$ cat src/rtl/rr_arb_mux.sv
// rr_arb_mux: N-to-1 arbitrated multiplexer feeding a single registered
// valid/ready output stage. The channel select is produced internally, either
// round-robin (MODE 0) or fixed lowest-index-first priority (MODE 1).
//
// Ports
//   clk        rising-edge clock
//   reset      asynchronous, active-low reset
//   in_valid   [N]        channel i presents data
//   in_data    [N*WIDTH]  channel i at bits [i*WIDTH +: WIDTH]
//   in_ready   [N]        one-hot or zero: channel i is accepted this cycle
//   out_valid             output register holds data
//   out_data   [WIDTH]    registered data of the granted channel
//   out_sel    [SELW]     index of the channel that produced out_data
//   out_ready             downstream accepts out_data this cycle
//
// Handshake: a beat moves on a rising edge when valid and ready are both high
// on that side. The output register accepts a new beat whenever it is empty or
// is being drained in the same cycle (load), so a steady stream has no bubbles.
// in_ready is the grant gated by load; a channel that is not granted, or that
// drops in_valid, simply waits and has no effect on anybody else.

module rr_arb_mux #(
  parameter int WIDTH = 32,
  parameter int N     = 8,
  parameter int MODE  = 0,
  localparam int SELW = (N > 1) ? $clog2(N) : 1
) (
  input  logic               clk,
  input  logic               reset,
  input  logic [N-1:0]       in_valid,
  input  logic [N*WIDTH-1:0] in_data,
  output logic [N-1:0]       in_ready,
  output logic               out_valid,
  output logic [WIDTH-1:0]   out_data,
  output logic [SELW-1:0]    out_sel,
  input  logic               out_ready
);

  // ptr holds the most recently granted channel; the search starts just after
  // it. Resetting it to N-1 gives channel 0 top priority after reset.
  logic [SELW-1:0]  ptr;
  logic [N-1:0]     grant;
  logic [SELW-1:0]  grant_idx;
  logic [WIDTH-1:0] sel_data;
  logic             any_valid;
  logic             load;
  logic             xfer;

  assign any_valid = |in_valid;
  assign load      = ~out_valid | out_ready;
  assign xfer      = load & any_valid;
  assign in_ready  = grant & {N{load}};

  // Each channel gets a rank = its distance after ptr (round-robin) or its
  // own index (fixed priority); the valid channel with the smallest rank wins.
  always_comb begin
    int best_rank;
    int best_idx;
    int rank;
    best_rank = N;
    best_idx  = 0;
    rank      = 0;
    grant     = '0;
    for (int c = 0; c < N; c++) begin
      if (MODE == 0) begin
        rank = c - int'(ptr) - 1;
        if (rank < 0) rank = rank + N;
      end else begin
        rank = c;
      end
      if (in_valid[c] && (rank < best_rank)) begin
        best_rank = rank;
        best_idx  = c;
      end
    end
    for (int c = 0; c < N; c++) begin
      grant[c] = (best_rank < N) && (c == best_idx);
    end
    grant_idx = (best_rank < N) ? SELW'(best_idx) : '0;
  end

  // AND-OR select: non-granted channels are masked with zero, so unknown data
  // on an idle channel cannot reach out_data.
  always_comb begin
    sel_data = '0;
    for (int c = 0; c < N; c++) begin
      sel_data = sel_data | (in_data[c*WIDTH +: WIDTH] & {WIDTH{grant[c]}});
    end
  end

  always_ff @(posedge clk or negedge reset) begin
    if (!reset) begin
      out_valid <= 1'b0;
      out_data  <= '0;
      out_sel   <= '0;
      ptr       <= SELW'(N - 1);
    end else begin
      if (xfer) begin
        out_valid <= 1'b1;
        out_data  <= sel_data;
        out_sel   <= grant_idx;
        if (MODE == 0) ptr <= grant_idx;
      end else if (out_ready && out_valid) begin
        // Drained with nothing new to load; data and select keep last values.
        out_valid <= 1'b0;
      end
    end
  end

endmodule

$ cat config.mk
export PLATFORM = sky130hd
export DESIGN_NAME = rr_arb_mux
export DESIGN_NICKNAME = d
export VERILOG_FILES = /design/src/rtl/rr_arb_mux.sv
export SDC_FILE = /design/constraint.sdc
export NUM_CORES = 1
export LEC_CHECK = 0
export ABC_AREA = 1
export ABC_CLOCK_PERIOD_IN_PS = 26500
export BUFFER_PORTS_ARGS = -buffer_cell sky130_fd_sc_hd__buf_2
export CAP_MARGIN = 40
export CORE_MARGIN = 2
export CORE_UTILIZATION = 26
export DETAILED_ROUTE_END_ITERATION = 16
export SETUP_SLACK_MARGIN = 0.3
export SLEW_MARGIN = 40
export SYNTH_ARGS = -nofsm -noshare
export SYNTH_HDL_FRONTEND = slang
export SYNTH_SLANG_ARGS = --single-unit
$ cat constraint.sdc
create_clock -name clk -period 26.5 [get_ports clk]
set_input_delay 1.325 -clock clk [delete_from_list [all_inputs] [get_ports clk]]
set_output_delay 1.325 -clock clk [all_outputs]
set_load 0.005 [all_outputs]
* Word level (Yosys, flattened, before mapping)
Cells that the tools add are included.
** Word-level totals
- Register bits after elaboration :: 39
- Input bits :: 267
- Output and inout bits :: 44
- Word-level logic and storage cells :: 117
** Cells by class
- $add $sub $neg :: 24
- $lt $le $gt $ge :: 17
- Equal/unequal tests :: 7
- Mux-type cells :: 26
- Bitwise operators :: 19
- Reductions and logical operators :: 20
** Operators with widths (number)
- 32-bit 2-to-1 mux :: 22
- 32-bit bitwise AND :: 8
- 32-bit < comparator :: 7
- 32-bit OR :: 7
- 4-bit by 32-bit equality test with 1-bit output (first input constant) :: 4
- 3-bit by 32-bit equality test with 1-bit output (first input constant) :: 2
- 32-bit by 5-bit < comparator with 1-bit output (second input constant) :: 2
- 5-bit by 5-bit adder with 6-bit output (second input constant) :: 8
- 5-bit by 1-bit < comparator with 1-bit output (second input constant) :: 8
- 4-bit by 2-bit subtractor with 5-bit output (second input constant) :: 8
- 2-bit by 32-bit equality test with 1-bit output (first input constant) :: 1
- 32-bit zero test :: 1
- 1-bit logical AND :: 17
- 3-bit by 3-bit subtractor with 4-bit output (first input constant) :: 4
- 8-bit bitwise AND :: 1
- 8-bit OR reduction :: 1
- 1-bit by 3-bit subtractor with 4-bit output (first input constant) :: 2
- 2-bit by 3-bit subtractor with 4-bit output (first input constant) :: 2
- 1-bit 2-to-1 mux :: 3
- 3-bit 2-to-1 mux :: 1
- 2-bit nonzero test :: 1
- 1-bit bitwise AND :: 1
- 1-bit NOT :: 1
- 1-bit OR :: 1

* Logic depth before layout (Yosys ltp)
Gate-level depths: netlist of the first run.
- Depth in word-level cells :: 38
- Gate-level depth with buffers :: 103
- Gate-level depth less buffers :: 97

* Least setup slack after synthesis of the first run
Ideal clock, no wire load.
- Path type :: register to output
- Start point :: register ptr[1]
- End point :: output in_ready[3]
- Arrival time :: 9.477 ns
- Data required time :: 25.175 ns
- Path slack :: 15.698 ns
- Stages on the path, launching flop included :: 84
- Path buffers :: 6
- Cells stage by stage :: dfstp_2 -> inv_1 -> ha_1 -> nor2_1 -> nand2_1 -> nand2_1 -> o21a_1 -> inv_1 -> ha_1 -> nor2_4 -> inv_1 -> nor2_1 -> inv_1 -> ha_1 -> nand2_1 -> nand3_1 -> nand2_1 -> nand2_1 -> [48 not listed] -> nand2_2 -> inv_1 -> nand2_1 -> o21ai_0 -> inv_1 -> ha_1 -> a21oi_1 -> nand2_1 -> nand2_1 -> nand2_1 -> nand2_2 -> nand3b_2 -> nand2_4 -> buf_6 -> buf_4 -> buf_4 -> nand3_1 -> nor2_1
** Between the ends
- Word-level cells in the longest chain between the ends :: 31
- Elaborated cells on any way between the ends :: 75
- Those cells by class :: 24 x add/sub; 17 x order compare; 1 x eq/ne; 23 x mux; 1 x bitwise; 9 x reduce/logical
** RTL lines
- from (decl) :: RTL line 41 : logic [SELW-1:0] ptr;
- from (signal assigned) :: RTL line 96 : ptr <= SELW'(N - 1);
- from (signal assigned) :: RTL line 102 : if (MODE == 0) ptr <= grant_idx;
- 1-bit by 3-bit subtractor with 4-bit output :: RTL line 66 : rank = c - int'(ptr) - 1;
- 4-bit by 2-bit subtractor with 5-bit output :: RTL line 66
- 5-bit by 5-bit adder with 6-bit output / 5-bit by 1-bit < comparator with 1-bit output (equally long branches) :: RTL line 67 : if (rank < 0) rank = rank + N;
- 32-bit 2-to-1 mux :: RTL line 67
- 32-bit by 5-bit < comparator with 1-bit output :: RTL line 71 : if (in_valid[c] && (rank < best_rank)) begin
- 1-bit logical AND :: RTL line 71
- 32-bit 2-to-1 mux :: RTL line 71
- 32-bit < comparator :: RTL line 71
- [15 not listed]
- 1-bit logical AND :: RTL line 71
- 32-bit 2-to-1 mux :: RTL line 71
- 32-bit < comparator :: RTL line 71
- 1-bit logical AND :: RTL line 71
- 32-bit 2-to-1 mux :: RTL line 71
- 32-bit by 5-bit < comparator with 1-bit output / 3-bit by 32-bit equality test with 1-bit output (equally long branches) :: RTL line 77 : grant[c] = (best_rank < N) && (c == best_idx);
- 1-bit logical AND * :: RTL line 77
- 8-bit bitwise AND * :: RTL line 52 : assign in_ready = grant & {N{load}};
- to (decl) :: RTL line 32 : output logic [N-1:0] in_ready,
Every way passes the cells marked *; elsewhere a longest branch is shown, timed or not.

* Final worst setup path of the first run
- Start point :: register ptr[0]
- End point :: output in_ready[3]
The elaborated chain is that of the path after synthesis.

==> results of run 1 <==
per-layer routing:
metal,part of all wire (%),vias to the layer above,GRT usage (%)
li1,-,4061,-
met1,44,3591,26.5
met2,49,262,36.7
met3,4.7,35,2.87
met4,2.2,0,5.95
met5,0,-,0
path summary, 6_finish.rpt:
| kind | startpoint | end | slack, ns |
|---|---|---|---|
| min in group asynchronous | reset | out_data[18] | 1.02 |
| worst max register to register | ptr[0] | out_data[0] | 14.58 |
| max in group asynchronous | reset | ptr[0] | 25.08 |
| worst min-delay path | out_data[6] | out_data[6] | 0.47 |
| worst min register to register | out_data[6] | out_data[6] | 0.47 |
| worst max-delay path | ptr[0] | in_ready[3] | 13.33 |
logic make-up (layout without fill, tap and decap cells):
kind of cell             count (synthesis)  count (layout)  synth area share (%)
AO/OA/AOI/OAI                           49              49                  4.44
flip-flops                              39              39                  15.7
buffers and inverters                  145             410                  11.9
XOR/XNOR                                 9               9                  1.26
AND/OR/NAND/NOR                        801             801                  56.2
adder cells (fa/ha/maj)                 52              52                  10.5
other                                    0               2                     0
final cells by class:
type,count,area (sq um)
diodes,2,5.00
clock buffers,7,133
clock inverters,1,5.00
fillers,2735,15400
inverters,81,304
multi-input cells,911,4560
flip-flops and latches,39,980
well taps,319,399
repair buffers,321,1720
worst reg2reg max path, delay by kind of cell, from the launching register on:
| family | cells | cell delay, ns |
|---|---|---|
| AO/OA/AOI/OAI | 8 | 1.69 |
| flip-flops | 1 | 0.66 |
| adder cells (fa/ha/maj) | 9 | 2.69 |
| AND/OR/NAND/NOR | 51 | 5.04 |
| buffers and inverters | 16 | 1.76 |
cells in the mapped netlist, drive strengths merged, types with 5 or more instances:
| cell | count | area, sq um |
|---|---|---|
| ha | 51 | 638 |
| nor2 | 99 | 419 |
| dfrtp | 36 | 901 |
| nand4 | 32 | 200 |
| buf | 58 | 413 |
| xnor2 | 5 | 43.8 |
| nor3 | 5 | 25.0 |
| inv | 79 | 297 |
| o21ai | 32 | 160 |
| o21a | 6 | 45.0 |
| clkbuf | 5 | 18.8 |
| a21oi | 8 | 51.3 |
| nand2 | 439 | 1710 |
| nand3 | 221 | 1120 |
state kept, by name, indices dropped and copies added, names as in the netlist:
| name | cells |
|---|---|
| out_data | 32 |
| out_sel | 3 |
| out_valid | 1 |
| ptr | 3 |
through the flow:
stage,area (sq um),setup slack [ns],hold slack [ns],std cells
2_1_floorplan,6260,15.70,0.472,1095
3_3_place_gp,7840,14.12,0.459,1666
3_5_place_dp,7960,13.73,0.461,1671
4_1_cts,8100,13.36,0.477,1679
5_1_grt,8110,11.90,0.498,1681
6_report,8110,13.33,0.472,1681
==> parameters.txt, run 1 <==
Parameter                              Value

Clocking
  Post-CTS repair timing setup buffer count    0
  CTS root buf    sky130_fd_sc_hd__clkbuf_16
  Post-cts repair resize count    0
  Number of buffers created by CTS    5
  Clock latency at the later pin of the worst-skew pair    0.29 ns
  TritonCTS clock tree    yes
  CTS H-tree lvls    2
  # hold bufs at CTS    0
  Clock sinks    39
  Buffers from clock root to sink, at most    2
  Clock Pin Slew Worst Setup and Hold Paths    0.06 ns

Setup path
  CP max-delay cell    sky130_fd_sc_hd__dfstp_2
  CP bufs+invs    17
  Cell family with most CP delay    simple AND/OR/NAND/NOR gates
  Worst endpoint required time    25.17 ns
  Critical path's largest stage delay    0.66 ns
  Path type of the worst setup path    reg2out
  Stages on the worst setup path    81
  Most used cell along the critical path    sky130_fd_sc_hd__nand2_1
  Endpoint arrival time on the critical path    11.85 ns
  Kind of capture point of the worst setup path    primary output
  Critical path peak fanout    107
  Depth of the worst register-to-register path    84
  Startpoint type of the worst setup path    register

Floorplanning
  Std cell rows    56
  Width of the die    159 microns
  Core area    0.0235 sq mm
  Area of the die    0.0253 sq mm
  Height of the die    159 microns
  Top Ports    311
  Initial Util    26.6%

STA
  Total setup violations reported at the end of the flow    0
  RSZ-0062 raised after global routing    no
  Final critical path time including I/O delays and setup    13.17 ns
  Period utilization    49.7%
  Final total negative setup slack    0 ns
  Transition time at the pin with the least slew margin    0.829 ns
  Final count of pins violating max slew    0
  Achievable clock frequency    75.9 MHz
  Fin Clk Skew    0.00775 ns
  Normalized max-slew margin    44.6%
  Final Hold Fails    0

Worst hold path
  Path class of the lowest-slack min-delay path    reg2reg
  Hold-critical path depth    2

Logic synthesis
  Net count of the mapped netlist    1414
  Synthesized area divided by synthesized cell count    5.71 sq um
  Number of synthesized register bits    39
  Register area share after synthesis    15.7%
  Synth Instances    1095
  Cell area after synthesis    0.00626 sq mm
  Predominant post-synthesis flop cell    sky130_fd_sc_hd__dfrtp_1
  Number of enable flip-flop cells after synthesis    0
  Proportion of register bits with asynchronous set or reset after synthesis    100%
  Number of unique standard cell types used by synthesis    36
  Syn. warnings    0

Layout
  Commonest cells after routing, fill and taps aside    sky130_fd_sc_hd__nand2_1 (421), sky130_fd_sc_hd__buf_2 (309), sky130_fd_sc_hd__nand3_1 (218)
  Area growth from synthesis to final layout    29.6%
  Fraction of layout cells with a size suffix above 1    27.0%
  Fin util    34.4%
  Commonest non-fill, non-tap cell in the layout    sky130_fd_sc_hd__nand2_1
  Fin nets    1678

GRT
  Antenna violations before repair    2
  Largest net degree at the start of global routing    108
  Wire length of the first global-routing pass    42100 microns
  Overall global routing resource usage    20.8%
  Overall overflow remaining after global route    0
  Via count of the first global-routing pass    7787

Drt
  Drc violations    0
  Number of vias in the routed layout    7949
  Number of nets still failing antenna checks after routing    0
  Final Routed Wirelength    27000 microns
  First-pass iteration count of the detailed router    5
  Drt initial violations    440
  Routed wire length per instance    16.1 microns
  Number of vias per cell after detailed routing    4.73

Placed design
  HPWL reported at the end of detailed placement    21800 microns
  Count of port buffers added during placement    310
  GPL Wtd Cong    0.874

Flow run
  Max_cap viols    0

Status
  Run status    finished clean
Power of run 1 is not shown: default switching activity piles up to over one toggle a cycle in this logic, so the estimate is an artifact.
==> inputs of run 2 (changes only) <==
Settings changed: ABC_AREA 1 to 0, ABC_CLOCK_PERIOD_IN_PS 26500 to 12800.
Clock period 26.5 ns to 12.8 ns, I/O delays scaled along.
==> run 2 against run 1 <==
Net effect: the flow now finishes with violations (setup timing); hold slack got worse by 0.14 ns; cell area increased by 30%; worst setup slack got worse by 14 ns; utilization increased by 10 points; highest routed layer unchanged; synthesized cell count decreased by 22%; global-route usage increased by 2.1 points; critical endpoint is now in_ready[1]; cell count decreased by 4.9%.
==> parameters.txt, run 2 <==
Parameter                              Value

Floorplanning
  Initial Util    26.7% (was 26.6%)
  Area of the die    0.0255 sq mm (was 0.0253 sq mm)
  Top Ports    311 (unchanged)
  Core area    0.0236 sq mm (was 0.0235 sq mm)
  Width of the die    160 microns (was 159 microns)
  Height of the die    160 microns (was 159 microns)
  Std cell rows    56 (unchanged)

Drt
  Final Routed Wirelength    32600 microns (was 27000 microns)
  Drt initial violations    733 (was 440)
  First-pass iteration count of the detailed router    5 (unchanged)
  Routed wire length per instance    20.4 microns (was 16.1 microns)
  Number of nets still failing antenna checks after routing    0 (unchanged)
  Drc violations    0 (unchanged)
  Number of vias per cell after detailed routing    5.35 (was 4.73)
  Number of vias in the routed layout    8548 (was 7949)

Clocking
  Clock Pin Slew Worst Setup and Hold Paths    0.07 ns (was 0.06 ns)
  CTS H-tree lvls    2 (unchanged)
  Clock latency at the later pin of the worst-skew pair    0.30 ns (was 0.29 ns)
  Clock sinks    39 (unchanged)
  CTS root buf    sky130_fd_sc_hd__clkbuf_16 (unchanged)
  TritonCTS clock tree    yes (unchanged)
  # hold bufs at CTS    0 (unchanged)
  Number of buffers created by CTS    5 (unchanged)
  Buffers from clock root to sink, at most    2 (unchanged)

Layout
  Fin util    44.6% (was 34.4%)
  Fraction of layout cells with a size suffix above 1    52.1% (was 27.0%)
  Area growth from synthesis to final layout    67.1% (was 29.6%)
  Biggest registers after layout    out_data (32), out_sel (3), ptr (3) (unchanged)
  Flip-flop count of the largest register, all copies and words added    32 (unchanged)
  Commonest non-fill, non-tap cell in the layout    sky130_fd_sc_hd__buf_2 (was sky130_fd_sc_hd__nand2_1)
  # diodes    0 (was 2)
  Commonest cells after routing, fill and taps aside    sky130_fd_sc_hd__buf_2 (308), sky130_fd_sc_hd__nand2_1 (135), sky130_fd_sc_hd__buf_4 (124) (was sky130_fd_sc_hd__nand2_1 (421), sky130_fd_sc_hd__buf_2 (309), sky130_fd_sc_hd__nand3_1 (218))
  Fin nets    1597 (was 1678)
  Register bank with the most flops    out_data (unchanged)

Setup path
  Worst endpoint required time    12.16 ns (was 25.17 ns)
  CP max-delay cell    sky130_fd_sc_hd__or4b_1 (was sky130_fd_sc_hd__dfstp_2)
  Path type of the worst setup path    reg2out (unchanged)
  Endpoint arrival time on the critical path    12.61 ns (was 11.85 ns)
  Critical path peak fanout    7 (was 107)
  Critical path's largest stage delay    0.63 ns (was 0.66 ns)
  Startpoint type of the worst setup path    register (unchanged)
  Kind of capture point of the worst setup path    primary output (unchanged)

Status
  Violations in the final reports    setup timing
  Run status    finished, violations left (was finished clean)

Logic synthesis
  Cell area after synthesis    0.00631 sq mm (was 0.00626 sq mm)
  Predominant post-synthesis flop cell    sky130_fd_sc_hd__dfrtp_1 (unchanged)
  Syn. warnings    0 (unchanged)
  Net count of the mapped netlist    1175 (was 1414)
  Register area share after synthesis    15.5% (was 15.7%)
  Synth Instances    856 (was 1095)
  Synth cell count leaders    sky130_fd_sc_hd__nand2_1 (141), sky130_fd_sc_hd__o21ai_0 (77), sky130_fd_sc_hd__nor2_1 (66) (was sky130_fd_sc_hd__nand2_1 (421), sky130_fd_sc_hd__nand3_1 (218), sky130_fd_sc_hd__nor2_1 (92))
  Number of unique standard cell types used by synthesis    76 (was 36)
  Cell accounting for the most synthesized area    sky130_fd_sc_hd__dfrtp_1 (was sky130_fd_sc_hd__nand2_1)
  Top cell type's share of synthesized area    14.3% (was 25.3%)
  Number of enable flip-flop cells after synthesis    0 (unchanged)
  Library cell with the highest instance count after synthesis    sky130_fd_sc_hd__nand2_1 (unchanged)
  Number of synthesized register bits    39 (unchanged)
  Dominant cells by area after synthesis    sky130_fd_sc_hd__dfrtp_1 (14%), sky130_fd_sc_hd__ha_1 (10%), sky130_fd_sc_hd__nand2_1 (8.4%) (was sky130_fd_sc_hd__nand2_1 (25%), sky130_fd_sc_hd__nand3_1 (17%), sky130_fd_sc_hd__dfrtp_1 (14%))
  Proportion of register bits with asynchronous set or reset after synthesis    100% (unchanged)
  Synthesized area divided by synthesized cell count    7.37 sq um (was 5.71 sq um)

GRT
  Antenna violations before repair    0 (was 2)
  Wire length of the first global-routing pass    46000 microns (was 42100 microns)
  Overall overflow remaining after global route    0 (unchanged)
  Largest net degree at the start of global routing    69 (was 108)
  Overall global routing resource usage    22.9% (was 20.8%)
  Via count of the first global-routing pass    8227 (was 7787)

Placed design
  Worst setup timing slack at the placement stage    -0.655 ns (was 13.73 ns)
  HPWL reported at the end of detailed placement    23500 microns (was 21800 microns)
  GPL Wtd Cong    0.929 (was 0.874)
  Count of port buffers added during placement    310 (unchanged)

STA
  RSZ-0062 raised after global routing    yes (was no)
  Period utilization    103%
  Hold_ws    0.333 ns (was 0.472 ns)
  Final critical path time including I/O delays and setup    13.25 ns
  Final count of pins violating max slew    0 (unchanged)
  Total setup violations reported at the end of the flow    13 (was 0)
  Worst setup slack after layout    -0.448 ns (was 13.33 ns)
  Normalized max-slew margin    45.9% (was 44.6%)
  Achievable clock frequency    75.5 MHz
  Final Hold Fails    0 (unchanged)
  Fin Clk Skew    0.00673 ns (was 0.00775 ns)
  Transition time at the pin with the least slew margin    0.812 ns (was 0.829 ns)

Flow run
  Max_cap viols    0 (unchanged)

Worst hold path
  Path class of the lowest-slack min-delay path    in2async (was reg2reg)
## run 2: timing repair
action | in CTS | in global routing
pin swaps | 53 | 43
setup buffers | 35 | 21
endpoints found under the hold margin | 0 | 0
resized for setup | 77 | 70
cloned | 3 | 5
endpoints found under the setup margin | 46 | 46
## run 2: cells by family (layout without fill, tap and decap cells)
kind of cell / Yosys count / in the layout / share of synthesized area [%]
compound gates: 277 / 277 / 33.9
mux: 38 / 38 / 6.72
simple gates: 345 / 346 / 25.6
buf+inv: 96 / 518 / 6.59
xor+xnor: 8 / 8 / 1.11
flops: 39 / 39 / 15.5
fa+ha+maj: 53 / 53 / 10.6
## run 2: worst paths after layout
check,from,to,slack (ns),cells after the start
min reg2reg,out_sel[2],out_sel[2],0.49,1
max,ptr[1],in_ready[1],-0.45,68
min in group clk,out_sel[2],out_sel[2],0.49,1
min,reset,out_data[20],0.33,1
max reg2reg,ptr[1],out_data[29],-0.03,72
max in group asynchronous,reset,out_valid,12.08,1
## run 2: worst max-delay path: cells and delay by family, from the launching register on
family | cells | cell delay, ns
AO/OA/AOI/OAI | 21 | 3.62
XOR/XNOR | 1 | 0.08
adder cells (fa/ha/maj) | 8 | 2.06
buffers and inverters | 15 | 1.92
flip-flops | 1 | 0.56
multiplexers | 2 | 0.45
AND/OR/NAND/NOR | 21 | 3.57
## run 2: through the flow
stage                     setup TNS (ns)  area (sq um)  cells
after floorplan                   -28.98          6640    856
after global placement            -0.923          9100   1526
after detailed placement          -19.35          9110   1526
after CTS                          -1.19          9940   1572
after global routing              -27.66         10500   1598
final                              -2.99         10500   1598
## run 2: final cells by class
cell class	count	area, sq um
Clock buffer	5	125
Clock inverter	3	43.8
Fill cell	2370	13100
Inverter	35	148
Multi-Input combinational cell	722	5700
Sequential cell	39	980
Tap cell	319	399
Timing Repair Buffer	475	3140
## run 2: layer usage
metal  vias to the layer above  routed length [microns]  track usage, %
li1                       4027                        -               -
met1                      4034                    13200            28.9
met2                       432                    16100            40.3
met3                        55                     2380            3.22
met4                         0                     1040            6.94
met5                         -                        0               0
Power of run 2 is left out for the same reason.
==> inputs of run 3 (changes only) <==
Settings changed: ABC_AREA 0 to 1.
==> run 3 against run 2 <==
Net effect: critical path type unchanged; count of clock-buffer cells in the layout rose by 3; non-clock buffer count fell by 140; die area fell by 0.79%; fmax rose by 18%; register-to-register slack improved by 1.8 ns; utilization fell by 9.6 points; clock skew rose by 0.0028 ns; hold slack improved by 0.0025 ns; worst setup slack improved by 2.0 ns; the run now ends clean.
==> parameters.txt, run 3 (synthesis results as in run 1) <==
Parameter                              Value

Clocking
  TritonCTS clock tree    yes (unchanged)
  Clock sinks    39 (unchanged)
  Clock Pin Slew Worst Setup and Hold Paths    0.06 ns (was 0.07 ns)
  CTS H-tree lvls    2 (unchanged)
  Buffers from clock root to sink, at most    2 (unchanged)
  Clock latency at the later pin of the worst-skew pair    0.29 ns (was 0.30 ns)
  CTS root buf    sky130_fd_sc_hd__clkbuf_16 (unchanged)
  Number of buffers created by CTS    5 (unchanged)

Setup path
  CP max-delay cell    sky130_fd_sc_hd__dfstp_2 (was sky130_fd_sc_hd__or4b_1)
  Endpoint arrival time on the critical path    10.62 ns (was 12.61 ns)
  Reg2reg setup slack    1.75 ns (was -0.03 ns)
  Worst endpoint required time    12.16 ns (about the same)
  Termination of the worst setup path    in_ready[1] (unchanged)
  Endpoint of the worst-slack reg-to-reg timing path    out_data[23] (was out_data[29])
  Kind of capture point of the worst setup path    primary output (unchanged)
  Path type of the worst setup path    reg2out (unchanged)
  Critical path peak fanout    53 (was 7)
  Depth of the worst register-to-register path    79 (was 72)
  Startpoint type of the worst setup path    register (unchanged)
  Critical path's largest stage delay    0.62 ns (was 0.63 ns)
  Startpoint of the worst register-to-register path    ptr[1] (unchanged)
  Most used cell along the critical path    sky130_fd_sc_hd__nand2_1
  Critical path origin    ptr[1] (unchanged)

STA
  Final total negative setup slack    0 ns (was -2.99 ns)
  Final count of pins violating max slew    0 (unchanged)
  Total setup violations reported at the end of the flow    0 (was 13)
  Transition time at the pin with the least slew margin    0.679 ns (was 0.812 ns)
  Period utilization    88.0% (was 103%)
  Worst setup slack after layout    1.54 ns (was -0.448 ns)
  Fin Clk Skew    0.00955 ns (was 0.00673 ns)
  RSZ-0062 raised after global routing    no (was yes)
  Final Hold Fails    0 (unchanged)
  Normalized max-slew margin    54.7% (was 45.9%)
  Final critical path time including I/O delays and setup    11.26 ns (was 13.25 ns)
  Achievable clock frequency    88.8 MHz (was 75.5 MHz)

Drt
  Routed wire length per instance    16.5 microns (was 20.4 microns)
  First-pass iteration count of the detailed router    5 (unchanged)
  Drc violations    0 (unchanged)
  Number of vias per cell after detailed routing    4.77 (was 5.35)
  Drt initial violations    473 (was 733)
  Final Routed Wirelength    28200 microns (was 32600 microns)
  Number of nets still failing antenna checks after routing    0 (unchanged)
  Number of vias in the routed layout    8111 (was 8548)

GRT
  Wire length of the first global-routing pass    42200 microns (was 46000 microns)
  Largest net degree at the start of global routing    107 (was 69)
  Via count of the first global-routing pass    7625 (was 8227)
  GR peak layer    met2 (unchanged)
  Met1 Track Usage GR    26.3% (was 28.9%)
  Antenna violations before repair    6 (was 0)
  Overall global routing resource usage    21.0% (was 22.9%)
  Met3 usage in global routing    2.79% (was 3.22%)
  Overall overflow remaining after global route    0 (unchanged)
  GR Util met2    37.5% (was 40.3%)

Layout
  Area growth from synthesis to final layout    32.0% (was 67.1%)
  Fraction of layout cells with a size suffix above 1    28.3% (was 52.1%)
  Biggest registers after layout    out_data (32), out_sel (3), ptr (3) (unchanged)
  Commonest cells after routing, fill and taps aside    sky130_fd_sc_hd__nand2_1 (420), sky130_fd_sc_hd__buf_2 (309), sky130_fd_sc_hd__nand3_1 (218) (was sky130_fd_sc_hd__buf_2 (308), sky130_fd_sc_hd__nand2_1 (135), sky130_fd_sc_hd__buf_4 (124))
  Flip-flop count of the largest register, all copies and words added    32 (unchanged)
  Register bank with the most flops    out_data (unchanged)
  Fin nets    1694 (was 1597)
  Commonest non-fill, non-tap cell in the layout    sky130_fd_sc_hd__nand2_1 (was sky130_fd_sc_hd__buf_2)

Placed design
  Count of port buffers added during placement    310 (unchanged)
  GPL Wtd Cong    0.919 (was 0.929)
  HPWL reported at the end of detailed placement    22000 microns (was 23500 microns)
  Worst setup timing slack at the placement stage    1.11 ns (was -0.655 ns)

Worst hold path
  Path class of the lowest-slack min-delay path    in2async (unchanged)

Floorplanning
  Top Ports    311 (unchanged)
  Initial Util    26.6% (was 26.7%)
  Core area    0.0235 sq mm (was 0.0236 sq mm)
  Width of the die    159 microns (was 160 microns)
  Height of the die    159 microns (was 160 microns)
  Std cell rows    56 (unchanged)
  Area of the die    0.0253 sq mm (was 0.0255 sq mm)

Status
  Run status    finished clean (was finished, violations left)

Flow run
  Max_cap viols    0 (unchanged)
-- run 3: cell count changes in the layout (fill, tap and decap cells not counted), sizes merged, moves of 18 or more --
cell | previous run | this run
a21oi | 26 | 8
a221oi | 34 | 0
a31oi | 43 | 0
nand3 | 63 | 221
inv | 33 | 77
nand2 | 141 | 440
nand4 | 4 | 32
nor2 | 69 | 100
a22oi | 36 | 0
buf | 471 | 335
mux2 | 35 | 0
o21ai | 82 | 32
-- run 3: repair_timing --
action / 4_1_cts / 5_1_grt
setup endpoints to repair: 0 / 42
hold buffers: 0 / 0
resized for setup: 0 / 20
setup buffers: 0 / 10
-- run 3: per-stage QoR --
| step | cells | util [%] | hold slack, ns | area, sq um |
|---|---|---|---|---|
| global route | 1700 | 35.0 | 0.378 | 8250 |
| floorplan | 1095 | - | 0.344 | 6260 |
| global placement | 1672 | 33.5 | 0.458 | 7880 |
| finish | 1702 | 35.1 | 0.335 | 8260 |
| detailed placement | 1675 | 33.8 | 0.459 | 7950 |
| CTS | 1683 | 34.4 | 0.365 | 8110 |
-- run 3: worst min-delay path by stage --
stage / endpoint / slack, ns
2_1_floorplan: out_data[0] / 0.34
3_3_place_gp: out_data[9] / 0.46
3_5_place_dp: out_data[12] / 0.46
4_1_cts: out_data[17] / 0.37
5_1_grt: out_data[17] / 0.38
6_report: out_data[17] / 0.34
-- run 3: cell type report --
class	instances	area [sq um]
fillers	2719	15300
multi-input cells	913	4590
repair buffers	335	1800
flip-flops and latches	39	980
well taps	319	399
inverters	81	312
clock buffers	8	156
diodes	7	17.5
-- run 3: per-layer routing --
layer | wire length (microns) | vias up
met4 | 690 | 0
met2 | 14000 | 299
li1 | - | 4109
met3 | 1670 | 38
met5 | 0 | -
met1 | 11800 | 3665
-- run 3: critical path, delay by kind of cell, from the launching register on --
family / cells / cell delay, ns
fa+ha+maj: 9 / 2.58
compound gates: 9 / 1.54
buf+inv: 15 / 1.31
flops: 1 / 0.62
simple gates: 42 / 4.23
Power of run 3 is left out for the same reason.
